`config.mk`:
```
export PLATFORM = sky130hd
export DESIGN_NAME = serial_tx
export DESIGN_NICKNAME = d
export VERILOG_FILES = /design/src/rtl/serial_tx.sv
export SDC_FILE = /design/constraint.sdc
export NUM_CORES = 1
export LEC_CHECK = 0
export BUFFER_PORTS_ARGS = -buffer_cell sky130_fd_sc_hd__buf_2
export CAP_MARGIN = 25
export CORE_ASPECT_RATIO = 0.8
export CORE_MARGIN = 10
export CORE_UTILIZATION = 50
export CTS_CLUSTER_SIZE = 8
export DETAILED_ROUTE_END_ITERATION = 10
export PLACE_DENSITY_LB_ADDON = 0.05
export SLEW_MARGIN = 20
export SYNTH_ARGS = -nofsm -noshare
export SYNTH_HDL_FRONTEND = slang
export SYNTH_SLANG_ARGS = --single-unit
```
`constraint.sdc`:
```
create_clock -name clk -period 1.5 [get_ports clk]
set_clock_uncertainty 0.15 [all_clocks]
set_input_delay 0.075 -clock clk [delete_from_list [all_inputs] [get_ports clk]]
set_output_delay 0.075 -clock clk [all_outputs]
set_load 0.005 [all_outputs]
```
`src/rtl/serial_tx.sv`:
```
// serial_tx: parallel-in, serial-out frame transmitter.
// Each frame is one start bit (low), DATA_WIDTH payload bits sent LSB first,
// and one stop bit (high). Every bit is held on tx for CLKS_PER_BIT clocks.
// The line idles high.
//
// Handshake: a word is taken on any rising edge where valid && ready.
// ready is high only while idle. valid and data are ignored at all other
// times, and valid does not need to be held once the word has been taken.
//
// state_o exposes the FSM state for debug and for bound checkers:
// 0 = IDLE, 1 = START, 2 = DATA, 3 = STOP.
module serial_tx #(
  parameter int DATA_WIDTH   = 8,
  parameter int CLKS_PER_BIT = 4
) (
  input  logic                  clk,
  input  logic                  rst,
  input  logic [DATA_WIDTH-1:0] data,
  input  logic                  valid,
  output logic                  ready,
  output logic                  tx,
  output logic                  busy,
  output logic                  done,
  output logic [1:0]            state_o
);

  // Counter widths are just large enough to hold CLKS_PER_BIT-1 and
  // DATA_WIDTH-1. Both are kept at least one bit wide so that degenerate
  // parameter values still elaborate.
  localparam int BAUD_W = (CLKS_PER_BIT > 1) ? $clog2(CLKS_PER_BIT) : 1;
  localparam int BIT_W  = (DATA_WIDTH   > 1) ? $clog2(DATA_WIDTH)   : 1;

  localparam logic [BAUD_W-1:0] BAUD_LAST = BAUD_W'(CLKS_PER_BIT - 1);
  localparam logic [BAUD_W-1:0] BAUD_ONE  = BAUD_W'(1);
  localparam logic [BIT_W-1:0]  BIT_LAST  = BIT_W'(DATA_WIDTH - 1);
  localparam logic [BIT_W-1:0]  BIT_ONE   = BIT_W'(1);

  typedef enum logic [1:0] {
    IDLE  = 2'd0,
    START = 2'd1,
    DATA  = 2'd2,
    STOP  = 2'd3
  } state_e;

  state_e                  state_q;
  logic                    tx_q;
  logic                    busy_q;
  logic                    done_q;
  logic [BAUD_W-1:0]       baud_q;
  logic [BIT_W-1:0]        bit_q;
  logic [DATA_WIDTH-1:0]   shift_q;

  // Helper signals derived from the current state.
  logic                    bit_end;
  logic [DATA_WIDTH-1:0]   shift_d;

  // bit_end marks the last clock of the bit currently on the line.
  // shift_d moves the next payload bit down into position 0.
  assign bit_end = (baud_q == BAUD_LAST);
  assign shift_d = shift_q >> 1;

  // Main FSM. The counters are cleared on every state change, so they can
  // never carry a stale count from one state into the next. tx, busy and
  // done are registered here, which keeps valid and data away from tx.
  always_ff @(posedge clk) begin
    if (rst) begin
      state_q <= IDLE;
      tx_q    <= 1'b1;
      busy_q  <= 1'b0;
      done_q  <= 1'b0;
      baud_q  <= '0;
      bit_q   <= '0;
      shift_q <= '0;
    end else begin
      // done lasts exactly one cycle: the first IDLE cycle after STOP.
      done_q <= 1'b0;
      case (state_q)
        IDLE: begin
          if (valid) begin
            // Capture the word. From here on the latched copy is the only
            // source of payload bits, so later changes on data have no effect.
            shift_q <= data;
            baud_q  <= '0;
            bit_q   <= '0;
            tx_q    <= 1'b0;
            busy_q  <= 1'b1;
            state_q <= START;
          end else begin
            tx_q <= 1'b1;
          end
        end

        START: begin
          if (bit_end) begin
            // Put payload bit 0 on the line and line up bit 1 behind it.
            baud_q  <= '0;
            tx_q    <= shift_q[0];
            shift_q <= shift_d;
            state_q <= DATA;
          end else begin
            baud_q <= baud_q + BAUD_ONE;
          end
        end

        DATA: begin
          if (bit_end) begin
            baud_q <= '0;
            if (bit_q == BIT_LAST) begin
              // The last payload bit has had its full time; send the stop bit.
              bit_q   <= '0;
              tx_q    <= 1'b1;
              state_q <= STOP;
            end else begin
              bit_q   <= bit_q + BIT_ONE;
              tx_q    <= shift_q[0];
              shift_q <= shift_d;
            end
          end else begin
            baud_q <= baud_q + BAUD_ONE;
          end
        end

        STOP: begin
          if (bit_end) begin
            baud_q  <= '0;
            busy_q  <= 1'b0;
            done_q  <= 1'b1;
            tx_q    <= 1'b1;
            state_q <= IDLE;
          end else begin
            baud_q <= baud_q + BAUD_ONE;
          end
        end

        default: begin
          state_q <= IDLE;
          tx_q    <= 1'b1;
          busy_q  <= 1'b0;
          baud_q  <= '0;
          bit_q   <= '0;
        end
      endcase
    end
  end

  // ready depends only on the state. This lets a word be taken in the done
  // cycle, so frames can run back to back.
  assign ready   = (state_q == IDLE);
  assign tx      = tx_q;
  assign busy    = busy_q;
  assign done    = done_q;
  assign state_o = state_q;

endmodule

```
; ---- Yosys cells after proc, flatten, opt, wreduce, memory -nomap -nowiden
; Cells that the tools add are included.
[totals]
wordCells = 60
input_bits = 11
reg_bits = 18
[op_classes]
bitwise = 1
addsub = 2
n_reduce_logical = 11
muxes = 28
eq_ne = 11
[op_table]
columns = operator, n
row1 = $mux 8, 4
row2 = $pmux 8 s3, 1
row3 = $mux 2, 7
row4 = $ne 2x2->1 const B, 6
row5 = $reduce_and 5->1, 2
row6 = $mux 3, 3
row7 = $reduce_and 3->1, 3
row8 = $mux 1, 8
row9 = $pmux 2 s4, 1
row10 = $eq 2x2->1 const B, 3
row11 = $pmux 3 s2, 1
row12 = $pmux 1 s4, 1
row13 = $pmux 2 s2, 1
row14 = $reduce_bool 2->1, 2
row15 = $add 3x1->3 const B, 1
row16 = $eq 3x3->1 const B, 1
row17 = $reduce_bool 3->1, 1
row18 = $reduce_or 3->1, 1
row19 = $add 2x1->2 const B, 1
row20 = $eq 2x1->1 const B, 1
row21 = $logic_not 2->1, 1
row22 = $pmux 1 s2, 1
row23 = $reduce_or 2->1, 1
row24 = $not 1->1, 1

; ---- Depth between registers and ports, before layout
[depth]
word_depth = 4
ltp_mapped = 7

; ---- Worst setup path before layout
; Ideal clock, no wire load.
[synth_timing]
kind = register to register
startpoint = register state_q[0] (netlist: state_o[0])
endpoint = register tx_q (netlist: tx)
t_required_ns = 1.228
setup_slack_ns = -0.177
arrival_ns = 1.405
period_less_slack_ns = 1.677
n_path_buf = 1
stages_incl_launch_ff = 7
cell_sequence = dfxtp_1 -> inv_1 -> ha_1 -> buf_6 -> nor3_4 -> nor2_1 -> a221o_1
[synth_via]
elab_chain_len = 3
word_cells_on_any_way = 9
classes_between = eq/ne (6) / mux (1) / reduce/logical (2)
[synth_rtl]
columns = item, line
row1 = "start, declared", 45  ; state_e state_q;
row2 = "start signal, assigned", 67  ; state_q <= IDLE;
row3 = "start signal, assigned", 87  ; state_q <= START;
row4 = "start signal, assigned", 99  ; state_q <= DATA;
row5 = $eq 2x1->1 or $eq 2x2->1 (tied branches), 77  ; case (state_q)
row6 = $ne 2x2->1 (no line), -
row7 = $reduce_and 3->1 (no line), -
row8 = "end signal, assigned", 97  ; tx_q <= shift_q[0];
row9 = "end signal, assigned", 115  ; tx_q <= shift_q[0];
row10 = "end, declared", 46  ; logic tx_q;
; Several ways; a longest one is shown, not always the timed one.
; A chain may end at the register's enable or synchronous reset.

; ---- Worst setup path in the final report
[layout_timing]
startpoint = register state_q[1] (netlist: state_o[1])
endpoint = register bit_q[0]
[layout_via]
elab_chain_len = 3
word_cells_on_any_way = 7
classes_between = eq/ne (3) / mux (1) / reduce/logical (3)
[layout_rtl]
columns = item, line
row1 = $eq 2x2->1 or $logic_not 2->1 (tied branches), 77
row2 = $ne 2x2->1 (no line) or $reduce_bool 2->1 (tied branches), -
row3 = $reduce_and 3->1 (no line), -
row4 = "end signal, assigned", 114  ; bit_q <= bit_q + BIT_ONE;
row5 = "end, declared", 50  ; logic [BIT_W-1:0] bit_q;
; Several ways; a longest one is shown, not always the timed one.

==> impl_results.md <==
* Detailed-route via count at 940
* Final Power at 2.69 mW
* Crit Path Category: flop to flop
* Critical Path Max Stage Delay at 0.40 ns
* Buf/Inv on CP at 1
* Yosys warnings at 0
* Buffers added on ports at 16
* CTS clk-pin slew, worst paths at 0.10 ns
* H-tree depth at 1
* Max Cap Viol at 0
* Post-Syn Area at 0.00112 mm²
* Clock Sinks at 18
* Final Setup Violations at 15
* Share of the synthesized area in the top cell type at 32.2%
* DRT Pass-1 Iters at 4
* Slowest CP cell: dfxtp_4
* Final Hold Vio Count at 0
* Failing checks: setup timing
* Post-DRT Antenna Nets at 0
* DP Area at 0.00131 mm²
* Outcome: finished with violations
* GRT Max-Usage Layer: met2
* Syn Nets at 128
* Ratio of cells with drive above 1 in the final layout at 48.2%
* Area grow syn2layout at 32.8%
* Largest net degree at the start of global routing at 16
* Largest area contributor in the netlist: dfxtp_1
* CTS tree: built
* Most frequent cells in the layout: 16 x dfxtp_1, 16 x buf_2, 12 x buf_4
* Met3 GRT Util at 4.13%
* WL final at 2.56 mm
* WP data required at 1.61 ns
* Max Fclk at 634 MHz
* Relative slew slack at 71.3%
* Initial antenna violation count at 0
* Final #Nets at 162
* M2 GR Usage at 18.4%
* Root cell of the clock tree: clkbuf_4
* Max clock buf depth at 2
* Overflow after GRT at 0
* Max VDD drop at 1120 µV
* Core Util, Final at 69.4%
* Worst-path cell chain: buf_6, ha_4, mux2_4, a21oi_4, a22o_1
* Initial Utilization at 52.3%
* Fillers at 168
* Worst-Margin Slew at 0.430 ns
* Startpoint Class: flop
* RSZ-0062 raised after global routing: yes
* Dpl ws at -0.150 ns
* Die width at 72.9 µm
* Die height at 62.3 µm
* #FFs+latches synth at 18
* Io pins at 17
* # rows at 15
* Cells after synthesis at 108
* Max Fanout on Critical Path at 8
* PwrDens at 1810 mW/mm²
* Period Utilization, post-route at 105%
* Vias in the first global route at 922
* Via-per-instance ratio at 5.66
* GRT Util Overall at 11.3%
* Syn avg cell area at 10.4 µm²
* DRC viols at 0
* First DRT Iteration DRCs at 55
* CP delay by family, top: flip-flops
* Global-route wire length before repair at 4.22 mm
* Design area at 0.00149 mm²
* Routability congestion estimate at 0.801
* Post-Layout Cell Count at 166
* Full die area at 0.00454 mm²
* Wire length per cell at 15.4 µm
* Setup WS post-layout at -0.0772 ns
* CORE AREA at 0.00214 mm²
* Cells taking the most area after synthesis: dfxtp_1 32%, ha_1 10%, mux2i_1 8.1%
* Num CTS Buffers at 3
* CP arrival at 1.68 ns
* GR Layer Usage met1 at 14.1%
* Hold Path Class: input pin to flop
* Worst-Skew Late Latency at 0.30 ns
* Library cells used by synthesis at 33
* Setup crit end kind: flop
* Lkg Pwr at 0.620 nW
* Slew Viols, Final at 0
* Number of diodes at 0
* Placed insts at 155
* Sequential-to-total area share from yosys stat at 32.2%
* Period minus WS final at 1.58 ns
* Dpl hpwl at 1.85 mm
==> synth_stat cells (all sizes together) <==
cell,instances
a21oi,7
a221o,1
a22o,3
a2bb2oi,1
a31oi,7
and3,1
buf,7
dfxtp,18
ha,9
inv,5
mux2,1
mux2i,9
nand2,6
nand2b,1
nand3,1
nand3b,1
nand4,7
nor2,5
nor2b,1
nor3,1
nor3b,7
nor4,1
o21ai,2
o21bai,1
o221a,2
or2,1
or3,1
or4,1
==> path summary, 6_finish.rpt <==
check,start,end,slack [ns],cells after the start
worst max-delay path,state_o[1],bit_q[0],-0.08,5
worst min-delay path,data[6],shift_q[6],0.0005,4
worst max register to register,state_o[1],bit_q[0],-0.08,5
worst min register to register,baud_q[1],baud_q[1],0.32,2
==> cell families after synthesis <==
| logic type | synth area share (%) |
|---|---|
| buf+inv | 7.61 |
| flops | 32.2 |
| simple gates | 23.7 |
| mux | 9.40 |
| fa+ha+maj | 10.1 |
| compound gates | 17.0 |
==> report_power, final <==
part | switching, mW | leakage (nW) | total [mW] | internal (mW)
clock | 0.158 | 0.0150 | 0.261 | 0.104
sequential | 0.106 | 0.149 | 0.734 | 0.628
combinational | 0.767 | 0.455 | 1.69 | 0.928
==> cell type report <==
class | count | area (µm²) | area share (%)
clock buffer | 4 | 26.3 | 1.77
inverter | 5 | 26.3 | 1.77
multi-input combinational | 78 | 762 | 51.3
sequential | 18 | 368 | 24.8
tap | 25 | 31.3 | 2.11
timing repair buffer | 36 | 272 | 18.3
==> repair_timing <==
item,in CTS,in global routing
endpoints found under the hold margin,5,0
setup endpoints to repair,15,16
pin swaps,5,4
setup buffers,2,0
hold buffers,5,0
resized for setup,15,3
==> flip-flops by register name, indices dropped and copies added, names as in the netlist <==
| register | count |
|---|---|
| shift_q | 8 |
| bit_q | 3 |
| baud_q | 2 |
| state_o | 2 |
| busy | 1 |
| done | 1 |
| tx | 1 |
==> per-layer routing <==
metal	share of wire [%]	vias up
li1	-	468
met4	0.39	0
met1	46	454
met3	5.0	2
met5	0	-
met2	49	16
==> worst min-delay path, cell delays in order <==
cell     delay (ns)
buf_2          0.08
mux2i_1        0.05
nand4_1        0.07
nor3b_2        0.13
==> metrics by stage <==
step / hold slack (ns) / TNS, ns
detailed placement: 0.234 / -1.32
floorplan: 0.0298 / -0.256
finish: 0.000510 / -0.641
global placement: 0.209 / -1.16
CTS: 0.00256 / -0.627
global route: 0.0137 / -1.70
Note: power is estimated with default switching activity, not from simulation.
